==> config.mk <==
export PLATFORM = sky130hd
export DESIGN_NAME = instr_fetch_flat
export DESIGN_NICKNAME = d
export VERILOG_FILES = /design/src/rtl/instr_fetch_if.sv /design/src/rtl/instr_fetch.sv /design/src/flat_wrapper.sv
export SDC_FILE = /design/constraint.sdc
export NUM_CORES = 1
export LEC_CHECK = 0
export BUFFER_PORTS_ARGS = -buffer_cell sky130_fd_sc_hd__buf_4
export CAP_MARGIN = 25
export CORE_MARGIN = 5
export CORE_UTILIZATION = 30
export CTS_CLUSTER_DIAMETER = 60
export DETAILED_ROUTE_END_ITERATION = 12
export GPL_ROUTABILITY_DRIVEN = 0
export PLACE_DENSITY = 0.55
export SYNTH_ARGS = -nofsm -noshare
export SYNTH_HDL_FRONTEND = slang
export SYNTH_SLANG_ARGS = --single-unit
==> constraint.sdc <==
create_clock -name clk -period 6.2 [get_ports clk]
set_input_delay 1.24 -clock clk [delete_from_list [all_inputs] [get_ports clk]]
set_output_delay 1.24 -clock clk [all_outputs]
set_load 0.05 [all_outputs]
==> src/rtl/instr_fetch_if.sv <==
// Bus between the fetch stage, the control path and instruction memory.
// No latency of its own; wires only.
// mem_ready is the only memory-side flow control; pc_inc/redirect_en steer the fetcher.
interface instr_fetch_if #(
  parameter int ADDR_W = 32
);
  logic              pc_inc;
  logic              redirect_en;
  logic [ADDR_W-1:0] redirect_pc;
  logic [ADDR_W-1:0] mem_addr;
  logic              mem_rd;
  logic [31:0]       mem_rdata;
  logic              mem_ready;
  logic [31:0]       instruction;
  logic              wait_instr;
  logic              instr_segv;
  logic [ADDR_W-1:0] pc;

  // Fetch stage side
  modport master (
    input  pc_inc, redirect_en, redirect_pc, mem_rdata, mem_ready,
    output mem_addr, mem_rd, instruction, wait_instr, instr_segv, pc
  );

  // Control path plus memory side
  modport slave (
    output pc_inc, redirect_en, redirect_pc, mem_rdata, mem_ready,
    input  mem_addr, mem_rd, instruction, wait_instr, instr_segv, pc
  );
endinterface

==> src/rtl/instr_fetch.sv <==
// Instruction fetch: holds the PC, reads one word per instruction, presents it registered.
// Latency: pc_inc -> mem_rd 2 cycles, zero-wait memory -> wait_instr low 3 cycles after pc_inc.
// Backpressure: mem_rd/mem_addr held until mem_ready; optional FETCH_TIMEOUT_EN faults after TIMEOUT stalls.
module instr_fetch #(
  parameter int              ADDR_W      = 32,
  parameter logic [ADDR_W-1:0] RESET_PC    = '0,
  parameter logic [ADDR_W-1:0] INSTR_BASE  = '0,
  parameter logic [ADDR_W-1:0] INSTR_LIMIT = 32'h0001_0000,
  parameter int              TIMEOUT     = 16
) (
  input logic           clk,
  input logic           reset,
  instr_fetch_if.master bus
);

  typedef enum logic [2:0] {IDLE, CHECK, FETCH, VALID, FAULT} state_t;

  state_t            state;
  logic [ADDR_W-1:0] pc_q;
  logic [ADDR_W-1:0] mem_addr_q;
  logic [ADDR_W-1:0] pend_pc;
  logic              pend;
  logic [31:0]       instr_q;
  logic              mem_rd_q;
  logic              wait_q;
  logic              segv_q;
  logic              legal;

`ifdef FETCH_TIMEOUT_EN
  localparam int TO_W = $clog2(TIMEOUT + 1);
  logic [TO_W-1:0] to_cnt;
`else
  logic unused_timeout;
  assign unused_timeout = |TIMEOUT;
`endif

  // Single unsigned compare covers both bounds: below-base addresses wrap to a huge offset.
  assign legal = (pc_q[1:0] == 2'b00) && ((pc_q - INSTR_BASE) < (INSTR_LIMIT - INSTR_BASE));

  // Fetch FSM with all outputs registered.
  always_ff @(posedge clk or posedge reset) begin
    if (reset) begin
      state      <= IDLE;
      pc_q       <= RESET_PC;
      mem_addr_q <= RESET_PC;
      pend_pc    <= '0;
      pend       <= 1'b0;
      instr_q    <= '0;
      mem_rd_q   <= 1'b0;
      wait_q     <= 1'b1;
      segv_q     <= 1'b0;
`ifdef FETCH_TIMEOUT_EN
      to_cnt     <= '0;
`endif
    end else begin
      case (state)
        IDLE: begin
          // A stray mem_ready here belongs to a read killed by reset and is ignored.
          if (bus.redirect_en) pc_q <= bus.redirect_pc;
          state <= CHECK;
        end
        CHECK: begin
          if (bus.redirect_en) begin
            pc_q <= bus.redirect_pc;        // re-check the new target next cycle
          end else if (legal) begin
            state      <= FETCH;
            mem_rd_q   <= 1'b1;
            mem_addr_q <= pc_q;
`ifdef FETCH_TIMEOUT_EN
            to_cnt     <= '0;
`endif
          end else begin
            state  <= FAULT;
            segv_q <= 1'b1;
          end
        end
        FETCH: begin
          if (bus.mem_ready) begin
            mem_rd_q <= 1'b0;
            if (bus.redirect_en) begin
              pc_q  <= bus.redirect_pc;     // newest redirect wins, read data dropped
              pend  <= 1'b0;
              state <= CHECK;
            end else if (pend) begin
              pc_q  <= pend_pc;
              pend  <= 1'b0;
              state <= CHECK;
            end else begin
              instr_q <= bus.mem_rdata;
              wait_q  <= 1'b0;
              state   <= VALID;
            end
          end else begin
            // The read in flight must complete; remember the redirect until then.
            if (bus.redirect_en) begin
              pend    <= 1'b1;
              pend_pc <= bus.redirect_pc;
            end
`ifdef FETCH_TIMEOUT_EN
            if (to_cnt == TO_W'(TIMEOUT - 1)) begin
              state    <= FAULT;
              segv_q   <= 1'b1;
              mem_rd_q <= 1'b0;
              pend     <= 1'b0;
            end else begin
              to_cnt <= to_cnt + TO_W'(1);
            end
`endif
          end
        end
        VALID: begin
          if (bus.redirect_en) begin
            pc_q   <= bus.redirect_pc;
            wait_q <= 1'b1;
            state  <= CHECK;
          end else if (bus.pc_inc) begin
            pc_q   <= pc_q + ADDR_W'(4);
            wait_q <= 1'b1;
            state  <= CHECK;
          end
        end
        FAULT: begin
          if (bus.redirect_en) begin
            pc_q   <= bus.redirect_pc;
            segv_q <= 1'b0;
            state  <= CHECK;
          end
        end
        default: state <= IDLE;
      endcase
    end
  end

  assign bus.pc          = pc_q;
  assign bus.mem_addr    = mem_addr_q;
  assign bus.mem_rd      = mem_rd_q;
  assign bus.instruction = instr_q;
  assign bus.wait_instr  = wait_q;
  assign bus.instr_segv  = segv_q;

endmodule

==> src/flat_wrapper.sv <==
// flat-port wrapper written by rule: the top's interface ports become plain ports
module instr_fetch_flat 
#(
  parameter int              ADDR_W      = 32,
  parameter logic [ADDR_W-1:0] RESET_PC    = '0,
  parameter logic [ADDR_W-1:0] INSTR_BASE  = '0,
  parameter logic [ADDR_W-1:0] INSTR_LIMIT = 32'h0001_0000,
  parameter int              TIMEOUT     = 16
)
  (clk, reset, bus_pc_inc, bus_redirect_en, bus_redirect_pc, bus_mem_rdata, bus_mem_ready, bus_mem_addr, bus_mem_rd, bus_instruction, bus_wait_instr, bus_instr_segv, bus_pc);
  instr_fetch_if #(.ADDR_W(ADDR_W)) bus_i ();
  input logic clk;
  input logic reset;
  input wire logic [$bits(bus_i.pc_inc)-1:0] bus_pc_inc;
  input wire logic [$bits(bus_i.redirect_en)-1:0] bus_redirect_en;
  input wire logic [$bits(bus_i.redirect_pc)-1:0] bus_redirect_pc;
  input wire logic [$bits(bus_i.mem_rdata)-1:0] bus_mem_rdata;
  input wire logic [$bits(bus_i.mem_ready)-1:0] bus_mem_ready;
  output wire logic [$bits(bus_i.mem_addr)-1:0] bus_mem_addr;
  output wire logic [$bits(bus_i.mem_rd)-1:0] bus_mem_rd;
  output wire logic [$bits(bus_i.instruction)-1:0] bus_instruction;
  output wire logic [$bits(bus_i.wait_instr)-1:0] bus_wait_instr;
  output wire logic [$bits(bus_i.instr_segv)-1:0] bus_instr_segv;
  output wire logic [$bits(bus_i.pc)-1:0] bus_pc;
  assign bus_i.pc_inc = bus_pc_inc;
  assign bus_i.redirect_en = bus_redirect_en;
  assign bus_i.redirect_pc = bus_redirect_pc;
  assign bus_i.mem_rdata = bus_mem_rdata;
  assign bus_i.mem_ready = bus_mem_ready;
  assign bus_mem_addr = bus_i.mem_addr;
  assign bus_mem_rd = bus_i.mem_rd;
  assign bus_instruction = bus_i.instruction;
  assign bus_wait_instr = bus_i.wait_instr;
  assign bus_instr_segv = bus_i.instr_segv;
  assign bus_pc = bus_i.pc;
  instr_fetch #(.ADDR_W(ADDR_W), .RESET_PC(RESET_PC), .INSTR_BASE(INSTR_BASE), .INSTR_LIMIT(INSTR_LIMIT), .TIMEOUT(TIMEOUT)) u_core (.clk(clk), .reset(reset), .bus(bus_i));
endmodule
==> qor.yml <==
status: "finished clean"
crit_start: "bus_redirect_en"
hold_viol: 0
cts_tree: "yes"
syn_area_per_cell_um2: 11.4
ioPinCount: 168
fin_ws_ps: 3220
synthesis.nets: 633
grt_pass1_wl_mm: 28.3
relSlewSlack_pct: 32.1
p_leak_nw: 4.09
cp_max_fo: 37
fill_cells: 2049
total_power_mw: 2.90
yosysMostFrequentCell: "dfrtp_1"
ys_types: 57
syn-instance-count: 563
routed.top_layer: "met4"
synthesis.area_mm2: 0.00643
synth.largest_area_cell: "dfrtp_1"
cts.path.max_buffers: 2
synth.yosys.seq_area_share_pct: 52.5
grt_start_max_net_pins: 86
ctsResizeCount: 0
die-area_mm2: 0.0245
reg2reg_depth: 5
antenna_left: 0
timing.rr.start: "u_core.bus.pc[4]"
synth_area_leaders: "dfrtp_1 52%, mux2_2 14%, o21ai_0 3.5%"
rows: 53
via_per_inst: 5.18
antenna_found_initial: 0
synthArstFlopShare_pct: 100
max-cap-violations: 0
postCtsHoldBufs: 0
tightest_slew_ps: 990
peakVddDrop_mv: 0.170
grt_use_total_pct: 14.5
crit_end: "u_core.bus.pc[17]"
cp-end-kind: "flip-flop"
post_drt_wl_per_cell_um: 18.0
setup_tns_ps: 0
clk_pin_slew_ps: 60
start_util_pct: 30.5
rr_endpoint: "u_core.bus.pc[22]"
cts_root_buf: "clkbuf_16"
die_width_um: 156
synth.top_cell.area_share_pct: 52.1
ys_ff_latch: 135
io_buffers: 167
yosysWarnings: 0
yosys-top-cells-count: "134 x dfrtp_1, 81 x mux2_2, 45 x o21ai_0"
fin_nets: 787
critPathArrivalTime_ps: 3300
crit_required_ps: 6520
first_pass_iters: 5
vias: 5207
grt_pass1_vias: 5099
numCtsBuffers: 17
min_period_ps: 2980
crit_type: "in2reg"
slew_violations: 0
wl_met2_mm: 8.48
met3_length_mm: 1.13
post-cts-setup-buffers: 0
core_region_area_mm2: 0.0211
cts.sinks: 135
power_density_mw_per_mm2: 341
period_share_pct: 48.1
diodes: 0
drc_errors: 0
routed_wl_mm: 18.1
drive_gt1_share_pct: 41.1
hpwl_mm: 12.8
worstSetupStartpointType: "primary input"
synth_edf_count: 0
reg2reg_slack_ps: 3590
overflow: 0
hold_class: "reg2reg"
preCtsSetupSlack_ps: 2790
rsz0062_at_grt: "false"
clkLatencyLatePin_ps: 420
die_h_um: 156
whs_path_depth: 2
finalSetupViolCount: 0
skew_ps: 20.4
htree_levels: 4
drt_iter0_markers: 334
synthFlopType: "dfrtp_1"
max_freq_mhz: 335
area_delta_synth_final_pct: 32.0
met1_length_mm: 8.34
==> where the power goes <==
| part | switching, mW | internal, mW |
|---|---|---|
| logic | 0.505 | 0.253 |
| registers | 0.168 | 0.974 |
| clock network | 0.397 | 0.604 |
==> area by class of cell <==
class                      instances  area (µm²)  share of cell area, %
timing repair buffer             175        1310                   15.5
clock inverter                    14         150                   1.77
tap                              275         344                   4.05
multi-input combinational        381        2840                   33.4
inverter                           7        31.3                  0.368
sequential                       135        3380                   39.8
clock buffer                      18         439                   5.17
==> routing by layer <==
metal	GRT usage (%)	vias to the layer above
li1	-	2416
met1	20.5	2608
met2	22.6	171
met3	3.13	12
met4	4.34	0
met5	0	-
==> logic make-up after synthesis <==
group | share of synthesized area (%)
DFF | 52.5
and+or+nand+nor | 13.5
adders and majority gates | 0.194
muxes | 16.5
buffers and inverters | 3.42
AOI/OAI and AO/OA | 13.7
xor gates and xnor gates | 0.136
==> worst min path at each step <==
stage	startpoint	endpoint	slack, ps
2_1_floorplan	u_core.pend_pc[21]	u_core.pend_pc[21]	470
3_3_place_gp	u_core.bus.mem_rd	u_core.bus.mem_rd	470
3_5_place_dp	u_core.bus.mem_rd	u_core.bus.mem_rd	470
4_1_cts	u_core.bus.mem_rd	u_core.bus.mem_rd	480
5_1_grt	u_core.bus.wait_instr	u_core.bus.wait_instr	500
6_report	u_core.bus.wait_instr	u_core.bus.wait_instr	480
==> placed cells by master (no fill, tap or decap), types with 4 or more instances in the layout <==
master	Yosys	layout
buf_4	3	175
dfrtp_1	134	134
mux2_2	81	81
o21ai_0	45	45
nor2_1	34	33
nor2b_1	24	24
nand2_1	22	22
a21oi_1	18	18
clkbuf_16	0	17
mux2i_1	14	14
nand3_1	11	11
a221oi_1	11	11
nand4_1	10	10
nor4_1	10	10
nor3_1	9	9
and3_1	8	8
a31oi_1	7	7
inv_1	7	6
and2_1	6	6
a22oi_1	6	6
a22o_1	5	5
a221o_1	5	5
a2111oi_0	5	5
a222oi_1	4	4
clkinv_4	0	4
==> metrics by stage <==
stage / instances / instance area, µm² / hold WS (ps) / utilization, %
4_1_cts: 1005 / 8500 / 482 / 40.3
3_3_place_gp: 973 / 7910 / 468 / 37.5
5_1_grt: 1005 / 8500 / 498 / 40.3
3_5_place_dp: 973 / 7910 / 469 / 37.5
6_report: 1005 / 8500 / 477 / 40.3
2_1_floorplan: 563 / 6430 / 473 / -
==> state kept, by name, indices dropped and copies added, names as in the netlist <==
name / cells
u_core.bus.mem_addr: 32
u_core.pend: 1
u_core.pend_pc: 32
u_core.bus.instr_segv: 1
u_core.bus.instruction: 32
u_core.bus.pc: 32
u_core.bus.wait_instr: 1
u_core.bus.mem_rd: 1
u_core.state: 3
==> critical path, cell delays in order <==
cell	delay, ps
buf_4	390
nor3b_1	110
o21ai_1	500
and2_1	610
o21ai_0	180
a22o_1	260
No activity file was read; power rests on OpenSTA's default activity.
